## config.mk

```make
export PLATFORM = sky130hd
export DESIGN_NAME = sample_dequantizer
export DESIGN_NICKNAME = d
export VERILOG_FILES = /design/src/rtl/dequant_pkg.sv /design/src/rtl/dequant_recon.sv /design/src/rtl/sample_dequantizer.sv
export SDC_FILE = /design/constraint.sdc
export NUM_CORES = 1
export LEC_CHECK = 0
export BUFFER_PORTS_ARGS = -buffer_cell sky130_fd_sc_hd__buf_2
export CORE_UTILIZATION = 57
export CTS_BUF_LIST = sky130_fd_sc_hd__clkbuf_16
export DETAILED_ROUTE_END_ITERATION = 6
export HOLD_SLACK_MARGIN = 0.12
export PLACE_DENSITY = 0.82
export SYNTH_ARGS = -nofsm -noshare
export SYNTH_HDL_FRONTEND = slang
export SYNTH_SLANG_ARGS = --single-unit
```

## constraint.sdc

```tcl
create_clock -name clk -period 2.1 [get_ports clk]
set_input_delay 0.42 -clock clk [delete_from_list [all_inputs] [get_ports clk]]
set_output_delay 0.42 -clock clk [all_outputs]
set_load 0.05 [all_outputs]
```

## src/rtl/dequant_pkg.sv

```systemverilog
// Shared constants, state type and bits-code decoding for the sample dequantizer.
package dequant_pkg;

  localparam logic [2:0] BITS_1   = 3'd1;
  localparam logic [2:0] BITS_2   = 3'd2;
  localparam logic [2:0] BITS_3   = 3'd3;
  localparam logic [2:0] BITS_4   = 3'd4;
  localparam logic [2:0] BITS_RAW = 3'd6;
  localparam logic [2:0] BITS_8   = 3'd7;

  typedef enum logic {IDLE, UNPACK} state_t;

  // A width of zero marks a bits code that the quantizer never produces.
  function automatic logic [5:0] code_width(input logic [2:0] bits);
    case (bits)
      BITS_1:   code_width = 6'd1;
      BITS_2:   code_width = 6'd2;
      BITS_3:   code_width = 6'd3;
      BITS_4:   code_width = 6'd4;
      BITS_8:   code_width = 6'd8;
      BITS_RAW: code_width = 6'd32;
      default:  code_width = 6'd0;
    endcase
  endfunction

  function automatic logic [5:0] codes_per_word(input logic [2:0] bits);
    case (bits)
      BITS_1:   codes_per_word = 6'd32;
      BITS_2:   codes_per_word = 6'd16;
      BITS_3:   codes_per_word = 6'd10;
      BITS_4:   codes_per_word = 6'd8;
      BITS_8:   codes_per_word = 6'd4;
      BITS_RAW: codes_per_word = 6'd1;
      default:  codes_per_word = 6'd0;
    endcase
  endfunction

endpackage

```

## src/rtl/dequant_recon.sv

```systemverilog
// Combinational reconstruction of the code sitting in the top w bits of sh.
// Build option SAMPLE_DEQUANTIZER_MIDPOINT_EN selects mid-rise reconstruction.
module dequant_recon #(
  parameter int DATA_W = 32
) (
  input  logic [DATA_W-1:0] sh,
  input  logic [5:0]        w,
  output logic [DATA_W-1:0] recon
);

  logic [DATA_W-1:0] keep_mask;

  // Keep the top w bits; a full-width code (raw mode) passes untouched.
  always_comb begin
    keep_mask = ~({DATA_W{1'b1}} >> w);
    recon     = sh & keep_mask;
`ifdef SAMPLE_DEQUANTIZER_MIDPOINT_EN
    if (w < 6'd32)
      recon = recon | ({1'b1, {(DATA_W-1){1'b0}}} >> w);
`endif
  end

endmodule

```

## src/rtl/sample_dequantizer.sv

```systemverilog
// Unpacks MSB-first N-bit codes from 32-bit words into reconstructed samples.
// Optional mid-rise reconstruction: define SAMPLE_DEQUANTIZER_MIDPOINT_EN.
module sample_dequantizer
  import dequant_pkg::*;
#(
  parameter int DATA_W = 32
) (
  input  logic              clk,
  input  logic              rst_n,
  input  logic [DATA_W-1:0] inp,
  input  logic [2:0]        bits,
  input  logic              in_valid,
  output logic              in_ready,
  output logic [DATA_W-1:0] outp,
  output logic              out_valid,
  input  logic              out_ready,
  output logic              last,
  output logic              err
);

  state_t            state, state_nxt;
  logic [DATA_W-1:0] sh;
  logic [5:0]        w;
  logic [5:0]        cnt;
  logic              err_q;
  logic [DATA_W-1:0] recon;
  logic              accept;
  logic              word_ok;
  logic              fire;

  assign accept  = (state == IDLE) && in_valid;
  assign word_ok = (code_width(bits) != 6'd0);
  assign fire    = (state == UNPACK) && out_ready;

  dequant_recon #(.DATA_W(DATA_W)) u_recon (
    .sh    (sh),
    .w     (w),
    .recon (recon)
  );

  always_ff @(posedge clk or negedge rst_n) begin
    if (!rst_n)
      state <= IDLE;
    else
      state <= state_nxt;
  end

  always_comb begin
    state_nxt = state;
    case (state)
      IDLE:    if (accept && word_ok) state_nxt = UNPACK;
      UNPACK:  if (fire && cnt == 6'd1) state_nxt = IDLE;
      default: state_nxt = IDLE;
    endcase
  end

  // bits is only looked at on acceptance; the latched width drives the whole word.
  always_ff @(posedge clk or negedge rst_n) begin
    if (!rst_n) begin
      sh    <= '0;
      w     <= '0;
      cnt   <= '0;
      err_q <= 1'b0;
    end else begin
      err_q <= accept && !word_ok;
      if (accept && word_ok) begin
        sh  <= inp;
        w   <= code_width(bits);
        cnt <= codes_per_word(bits);
      end else if (fire) begin
        sh  <= sh << w;
        cnt <= cnt - 6'd1;
      end
    end
  end

  // Gate outp by state so leftover low bits (e.g. the two unused bits at N=3) never leak out.
  always_comb begin
    in_ready  = (state == IDLE);
    out_valid = (state == UNPACK);
    last      = (state == UNPACK) && (cnt == 6'd1);
    outp      = (state == UNPACK) ? recon : '0;
    err       = err_q;
  end

endmodule

```

* After elaboration in Yosys (flattened, before gate mapping)
Index checks and enable logic that the tools add are counted.
Cells by class: add/subtract/negate cells 1, multipliers 0, div/mod/pow operators 0, order comparisons 0, eq/ne operators 7, shift operators 2, multiplexer cells 10, bitwise logic cells 3, reduce and logical (&&, ||, !) cells 9
Operators by type and width (count):
- 32-bit two-way mux | 3
- 6-bit case mux with 6 select lines | 2
- 32-bit AND | 1
- 32-bit NOT | 1
- 32-bit by 6-bit << shifter with 32-bit output | 1
- 32-bit by 6-bit right shift with 32-bit output, first input constant | 1
- 6-bit two-way mux | 2
- 3-bit == test, second input constant | 3
- 3-bit by 2-bit == test with 1-bit output, second input constant | 2
- 6-bit by 1-bit == test with 1-bit output, second input constant | 1
- 1-bit logical AND | 6
- 6-bit nonzero test | 1
- 6-bit by 1-bit subtractor with 6-bit output, second input constant | 1
- 3-bit by 1-bit == test with 1-bit output, second input constant | 1
- 1-bit two-way mux | 2
- 1-bit case mux with 2 select lines | 1
- 2-bit nonzero test | 1
- 1-bit zero test | 1
- 1-bit NOT | 1
Storage, ports and cells: flip-flop bits (word level) 46, bits in latches 0, RAM bits 0, memory bits (read-only) 0, output and inout bits 36, logic and storage cells 37, memories 0

* Longest topological paths before layout
Gate-level depths: netlist of run 1.
depth after elaboration 6, depth in mapped cells 8, gate-level depth less buffers 6

* Modules after synthesis
Synthesis of run 1 repeated with hierarchy kept, for this count alone.
Unflattened totals: cell total of the unflattened synthesis 533, area, all modules 4372.9 µm²
By module, submodules not included:
- sample_dequantizer | times used 1, cells an instance 451, area each 3844.9 µm², seq. area each 1126.1 µm²
- dequant_recon | times used 1, cells an instance 82, area each 528.0 µm², seq. area each 0.0 µm²

* Worst setup path after synthesis of run 1
Ideal clock, no wire load.
path type flip-flop to output port, start point reg state, in the netlist out_valid, end point out outp[0], data arrival time 2390 ps, required time 1680 ps, setup slack -710 ps, cell stages (with the launch flop) 4, buffers on the path 1, cells stage by stage dfrtp_1 > clkbuf_1 > inv_1 > nor3_1
Between the ends: word-level cells in the longest chain between the ends 1
RTL lines:
- start: declaration | RTL line sample_dequantizer.sv:21 | state_t state, state_nxt;
- start signal: assignment | RTL line sample_dequantizer.sv:45 | state <= state_nxt;
- 32-bit two-way mux | RTL line sample_dequantizer.sv:82 | outp = (state == UNPACK) ? recon : '0;
- end: declaration | RTL line sample_dequantizer.sv:14 | output logic [DATA_W-1:0] outp,
Every way passes these cells.

* Final worst setup path of run 1
start point reg w[3], end point out outp[24]
Between the ends: word-level cells in the longest chain between the ends 4
RTL lines:
- start: declaration | RTL line sample_dequantizer.sv:23 | logic [5:0] w;
- start signal: assignment | RTL line sample_dequantizer.sv:68 | w <= code_width(bits);
- 32-bit by 6-bit right shift with 32-bit output | RTL line dequant_recon.sv:15 | keep_mask = ~({DATA_W{1'b1}} >> w);
- 32-bit NOT | RTL line dequant_recon.sv:15
- 32-bit AND | RTL line dequant_recon.sv:16 | recon = sh & keep_mask;
- 32-bit two-way mux | RTL line sample_dequantizer.sv:82
Every way passes these cells.

==> results of run 1 <==
==> final cells by class <==
class / count / area share, %
Inverter: 10 / 0.857
Sequential cell: 45 / 23.5
Clock buffer: 5 / 2.60
Multi-Input combinational cell: 323 / 56.6
Tap cell: 77 / 2.00
Timing Repair Buffer: 112 / 14.1
Clock inverter: 3 / 0.286
==> worst paths after layout <==
kind                         from        to  slack [ns]  cells after the start
max                          w[3]  outp[24]        0.04                      4
min                         rst_n    sh[31]        0.22                      2
max reg2reg                  w[0]    sh[12]        0.09                      5
min reg2reg                sh[31]    sh[31]        0.51                      1
max in group asynchronous   rst_n      w[1]        1.43                      2
min in group clk           inp[3]     sh[3]        0.32                      3
==> through the flow <==
step	hold WS [ns]	instance area, µm²
after global routing	0.279	4820
after CTS	0.243	4800
final	0.217	4820
after floorplan	0.124	4070
after global placement	0.482	4590
after detailed placement	0.493	4590
==> sequential cells by signal (all words and copies together), names as in the netlist <==
signal	cells
w	5
sh	32
out_valid	1
err	1
cnt	6
==> cells in the mapped netlist, types with 3 or more instances <==
cell,number
a2111o_1,6
a21oi_1,31
a221o_1,6
a31oi_1,3
and2_1,8
and3_1,26
buf_2,13
buf_4,3
clkbuf_1,18
dfrtp_1,45
inv_1,9
mux2_2,4
mux2i_1,40
mux4_1,6
mux4_2,20
nand2_1,38
nand2b_1,9
nand3_1,4
nand3b_1,3
nor2_1,41
nor3_1,11
o21ai_0,10
o221ai_1,11
o22a_1,3
o22ai_1,3
==> critical path: cells and delay by family, from the launching register on <==
| kind | cells | cell delay (ns) |
|---|---|---|
| buffers and inverters | 2 | 0.37 |
| DFF | 1 | 0.45 |
| and+or+nand+nor | 2 | 0.53 |
==> cells in the final DEF, fill, tap and decap left out, drive strengths merged, types with 8 or more instances in the layout <==
cell,synthesis,final
mux4,26,26
and2,8,8
and3,26,26
o221ai,11,11
nor3,11,11
nand2,38,38
inv,10,10
o21ai,10,10
buf,20,112
mux2i,41,41
dfrtp,45,45
nor2,42,42
nand2b,9,9
a21oi,31,31
==> kinds of logic (layout without fill, tap and decap cells) <==
| logic type | after synthesis | after routing |
|---|---|---|
| simple gates | 151 | 151 |
| compound gates | 96 | 96 |
| mux | 71 | 71 |
| fa+ha+maj | 2 | 2 |
| buf+inv | 48 | 130 |
| flops | 45 | 45 |
| xor+xnor | 3 | 3 |
==> per-layer routing <==
| layer | wire length, µm | up-vias | global-route usage, % |
|---|---|---|---|
| met5 | 0 | - | 0 |
| met4 | 374 | 0 | 14.8 |
| met3 | 1060 | 41 | 3.99 |
| met2 | 5880 | 253 | 57.5 |
| met1 | 4540 | 1941 | 44.7 |
| li1 | - | 1740 | - |
==> power breakdown <==
part | internal [µW] | leakage [µW] | switching, µW
Combinational | 1750 | 0.00164 | 2460
Sequential | 1210 | 0.000582 | 596
Clock | 432 | 0.0000748 | 327
==> timing repair <==
| action | in CTS | in global routing |
|---|---|---|
| setup buffers | 6 | 0 |
| setup endpoints to repair | 11 | 6 |
| resized for setup | 8 | 6 |
==> results.ini, run 1 <==
[worst_setup_path]
setup.worst_path.start_class = flip-flop
crit_path_frequent_cell = buf_4
crit_path_end_kind = output port
critPathMaxFanout = 9
cpPeakStageDelay_ns = 0.45
required_ns = 1.68
crit_type = reg2out
crit_chain = buf_4 -> or2_2 -> and3_1 -> buf_4
critPathSlowestCell = dfrtp_2
critical_path_arrival_ns = 1.64

[placed_design]
port_buffers = 74
place_hpwl_mm = 8.62
placed_cells = 561
gp_congestion = 0.931
dp_slack_ns = 0.0356

[cts]
numCtsBuffers = 5
clock-sinks = 45
path_clk_slew_ns = 0.06
cts-root-buf = clkbuf_16
cts-htree-levels = 2
cts_hold_buf = 0
clock_latency_ns = 0.29
clk_path_buf_depth = 2
cts_tree = yes

[outcome]
status = finished, violations left
violations = DRC

[die]
initial_core_util_pct = 60.4
die_y_um = 85.0
dieWidth_um = 85.0
pin_count = 75
core-area_um2 = 6490
die-area_um2 = 7220
rows = 29

[logic_synthesis]
yosysTopAreaCell = dfrtp_1
synth.distinct_cells = 56
synthSimpleGateAreaFrac_pct = 19.0
synthArstFlopShare_pct = 100
avgSynthCellArea_um2 = 9.43
synth_top_family_by_area = multiplexers
synth-xor-area-share_pct = 0.670
yosysWarnings = 0
synth-main-ff-cell = dfrtp_1
synthAdderAreaFrac_pct = 0.638
synth_area_leaders = dfrtp_1 (29%), mux4_2 (11%), mux2i_1 (10%)
synthesis.area_um2 = 3920
yosys_register_bits = 45
synth-seq-area-share_pct = 28.7
synthMuxAreaShare_pct = 27.4
synth_fp_nets = 457
synth_compound_area_share_pct = 17.5
synth_top_area_share_pct = 28.7
syn_inst = 416
synth-edff-count = 0

[cells_and_area]
multiInputGateArea_um2 = 2730
instances_no_fill = 575
num-fill-cells = 468
areaGrowthSynthToFinish_pct = 22.8
diodes = 0
drive_above_1_share_pct = 35.1
final_core_util_pct = 74.2
fin_nets = 538
seq_area_um2 = 1130

[grt]
antenna_found_initial = 0
grt_util_all_layers_pct = 34.1
grt_pass1_vias = 3857
grt_start_max_net_pins = 46
gr-total-overflow = 0
grt_first_pass_wirelength_mm = 19.2

[sta]
final.setup.tns_ns = 0
maxSlewHeadroom_pct = 60.4
rsz0062_at_grt = no
setup_viol = 0
maxSlewViolCount = 0
hold_viol_final = 0
fmax_ghz = 0.486
finClkSkew_ns = 0.00533
setup_slack_ns = 0.0430
fin_crit_sh_pct = 98.0
final.min_clock_period_ns = 2.06
worst_pin_slew_ns = 0.594

[pwr]
p_per_area_nw_per_um2 = 1410
power_uw = 6770
vdd_drop_max_uv = 806
p_leak_uw = 0.00229

[detailed_routing]
wl_per_cell_um = 20.6
via_per_inst = 6.91
remaining_drc_errors = 7
wirelength_mm = 11.9
vias = 3975
drtAntennaViolNets = 0
drtIter0Drc = 389
drtPass1Iterations = 7

[hold_path]
hold_path_class = in2async

[job]
maxCapViolCount = 0

Power figures use the tool's default switching activity.
==> run 2: changes to the inputs <==
- PLACE_DENSITY: 0.82 -> 0.8
==> run 2 against run 1 <==
- the flow still finishes with violations (DRC)
- cell count is the same
- worst setup slack worse by 0.0019 ns
- sequential share of layout area fell by 0.31 points
- hold slack lost 0.070 ns
- non-clock buffer count unchanged
==> results.ini, run 2 (synthesis results as in run 1) <==
[detailed_routing]
remaining_drc_errors = 8  ; +1
wl_met1_mm = 4.88  ; +7.5%
drtAntennaViolNets = 0  ; unchanged
drtIter0Drc = 339  ; -13%
vias = 3968  ; -0.18%
via_per_inst = 6.90  ; -0.18%
highest_layer = met4
drtPass1Iterations = 7  ; unchanged
wl_per_cell_um = 21.4  ; +3.9%
route.met2.wl_mm = 5.92  ; +0.60%
wirelength_mm = 12.3  ; +3.9%
wl_met3_mm = 1.11  ; +4.6%

[cts]
cts_hold_buf = 0  ; unchanged
numCtsBuffers = 5  ; unchanged
cts-htree-levels = 2  ; unchanged
cts_tree = yes
clock-sinks = 45  ; unchanged
clock_latency_ns = 0.29  ; about the same
path_clk_slew_ns = 0.06  ; about the same
cts-root-buf = clkbuf_16
clk_path_buf_depth = 2  ; unchanged

[placed_design]
placed_cells = 563  ; +0.36%
dp_slack_ns = 0.0348  ; -0.000759 ns
gp_congestion = 0.990  ; +6.3%
place_hpwl_mm = 8.66  ; +0.51%
port_buffers = 74  ; unchanged

[pwr]
p_per_area_nw_per_um2 = 1410  ; +0.17%
power_uw = 6850  ; +1.2%
vdd_drop_max_uv = 657  ; -19%
p_leak_uw = 0.00232  ; +1.2%

[sta]
maxSlewViolCount = 0  ; unchanged
final.min_clock_period_ns = 2.06  ; +0.00188 ns
fmax_ghz = 0.486  ; about the same
rsz0062_at_grt = no
maxSlewHeadroom_pct = 59.2  ; -1.2 points
worst_pin_slew_ns = 0.612  ; +0.0184 ns
setup_viol = 0  ; unchanged
fin_crit_sh_pct = 98.0  ; about the same
finClkSkew_ns = 0.00525  ; -0.0000736 ns
setup_slack_ns = 0.0411  ; -0.00188 ns
hold_viol_final = 0  ; unchanged

[cells_and_area]
final_core_util_pct = 75.0  ; +0.75 points
regMostFlops = sh
top_regs = sh: 32 flops, cnt: 6 flops, w: 5 flops
mostFrequentLayoutCell = buf_2
instances_no_fill = 575  ; unchanged
areaGrowthSynthToFinish_pct = 24.1
fin_nets = 538  ; unchanged
largest_reg_flops = 32  ; unchanged
final_cell_mix = buf_2 (74), dfrtp_1 (41), mux2i_1 (40)
diodes = 0  ; unchanged
drive_above_1_share_pct = 34.5  ; -0.60 points

[hold_path]
hold_path_class = in2async

[worst_setup_path]
critical_path_arrival_ns = 1.64  ; about the same
crit_type = reg2out
crit_path_end_kind = output port
r2r-start = w[0]
setup.worst_path.start_class = flip-flop
r2r-end = sh[11]
critPathMaxFanout = 7  ; -2
reg2reg_depth = 4  ; -1
r2r_slack_ns = 0.08  ; about the same
required_ns = 1.68  ; about the same

[die]
rows = 29  ; unchanged
core-area_um2 = 6490  ; unchanged
initial_core_util_pct = 60.4  ; unchanged
die-area_um2 = 7220  ; unchanged
pin_count = 75  ; unchanged
die_y_um = 85.0  ; unchanged
dieWidth_um = 85.0  ; unchanged

[job]
maxCapViolCount = 0  ; unchanged

[grt]
grt_first_pass_wirelength_mm = 20.3  ; +5.8%
gr-total-overflow = 0  ; unchanged
grt_start_max_net_pins = 31  ; -33%
grt_util_all_layers_pct = 36.1  ; +2.0 points
grt_pass1_vias = 3874  ; +0.44%
antenna_found_initial = 0  ; unchanged

[outcome]
violations = DRC
status = finished, violations left

[run 2: repair_timing]
| item | in CTS | in global routing |
|---|---|---|
| cloned | 0 | 0 |
| endpoints found under the setup margin | 10 | 5 |
| pin swaps | 0 | 0 |
| resized for setup | 4 | 4 |
| setup buffers | 2 | 2 |
| hold endpoints to repair | 0 | 0 |
[run 2: where the power goes]
group | total, µW | switching (µW) | internal [µW] | leakage (µW)
clock | 765 | 332 | 433 | 0.0000748
combinational | 4270 | 2480 | 1790 | 0.00166
sequential | 1820 | 609 | 1210 | 0.000583
[run 2: layout make-up]
class / count / area (µm²)
multi-input combinational: 323 / 2730
timing repair buffer: 112 / 734
tap: 77 / 96.3
fill: 445 / 1630
inverter: 10 / 40.0
clock inverter: 3 / 13.8
sequential: 45 / 1130
clock buffer: 5 / 125
[run 2: how the worst max path moves through the flow]
stage | from | endpoint | slack [ns] | cells past startpoint
3_5_place_dp | w[0] | sh[14] | 0.03 | 5
5_1_grt | w[2] | outp[21] | 0.02 | 6
6_report | w[3] | outp[30] | 0.04 | 3
3_3_place_gp | w[0] | sh[14] | 0.09 | 5
4_1_cts | w[3] | outp[30] | 0.009 | 3
2_1_floorplan | out_valid | outp[0] | -0.05 | 3
[run 2: routing by layer]
layer | global-route usage [%] | up-vias
met5 | 0 | -
met2 | 59.4 | 261
met1 | 48.3 | 1919
met4 | 13.7 | 0
li1 | - | 1741
met3 | 5.74 | 47
[run 2: per-stage QoR]
stage	hold slack (ns)	TNS, ns	cell area, µm²
after floorplan	0.124	-0.0476	4070
after global placement	0.454	0	4670
after detailed placement	0.462	0	4670
after CTS	0.161	0	4840
after global routing	0.194	0	4870
final	0.147	0	4870
[run 2: critical path: stages, from the launching register on]
cell     delay [ns]
dfrtp_2        0.47
or3_4          0.44
o211a_1        0.24
buf_2          0.21
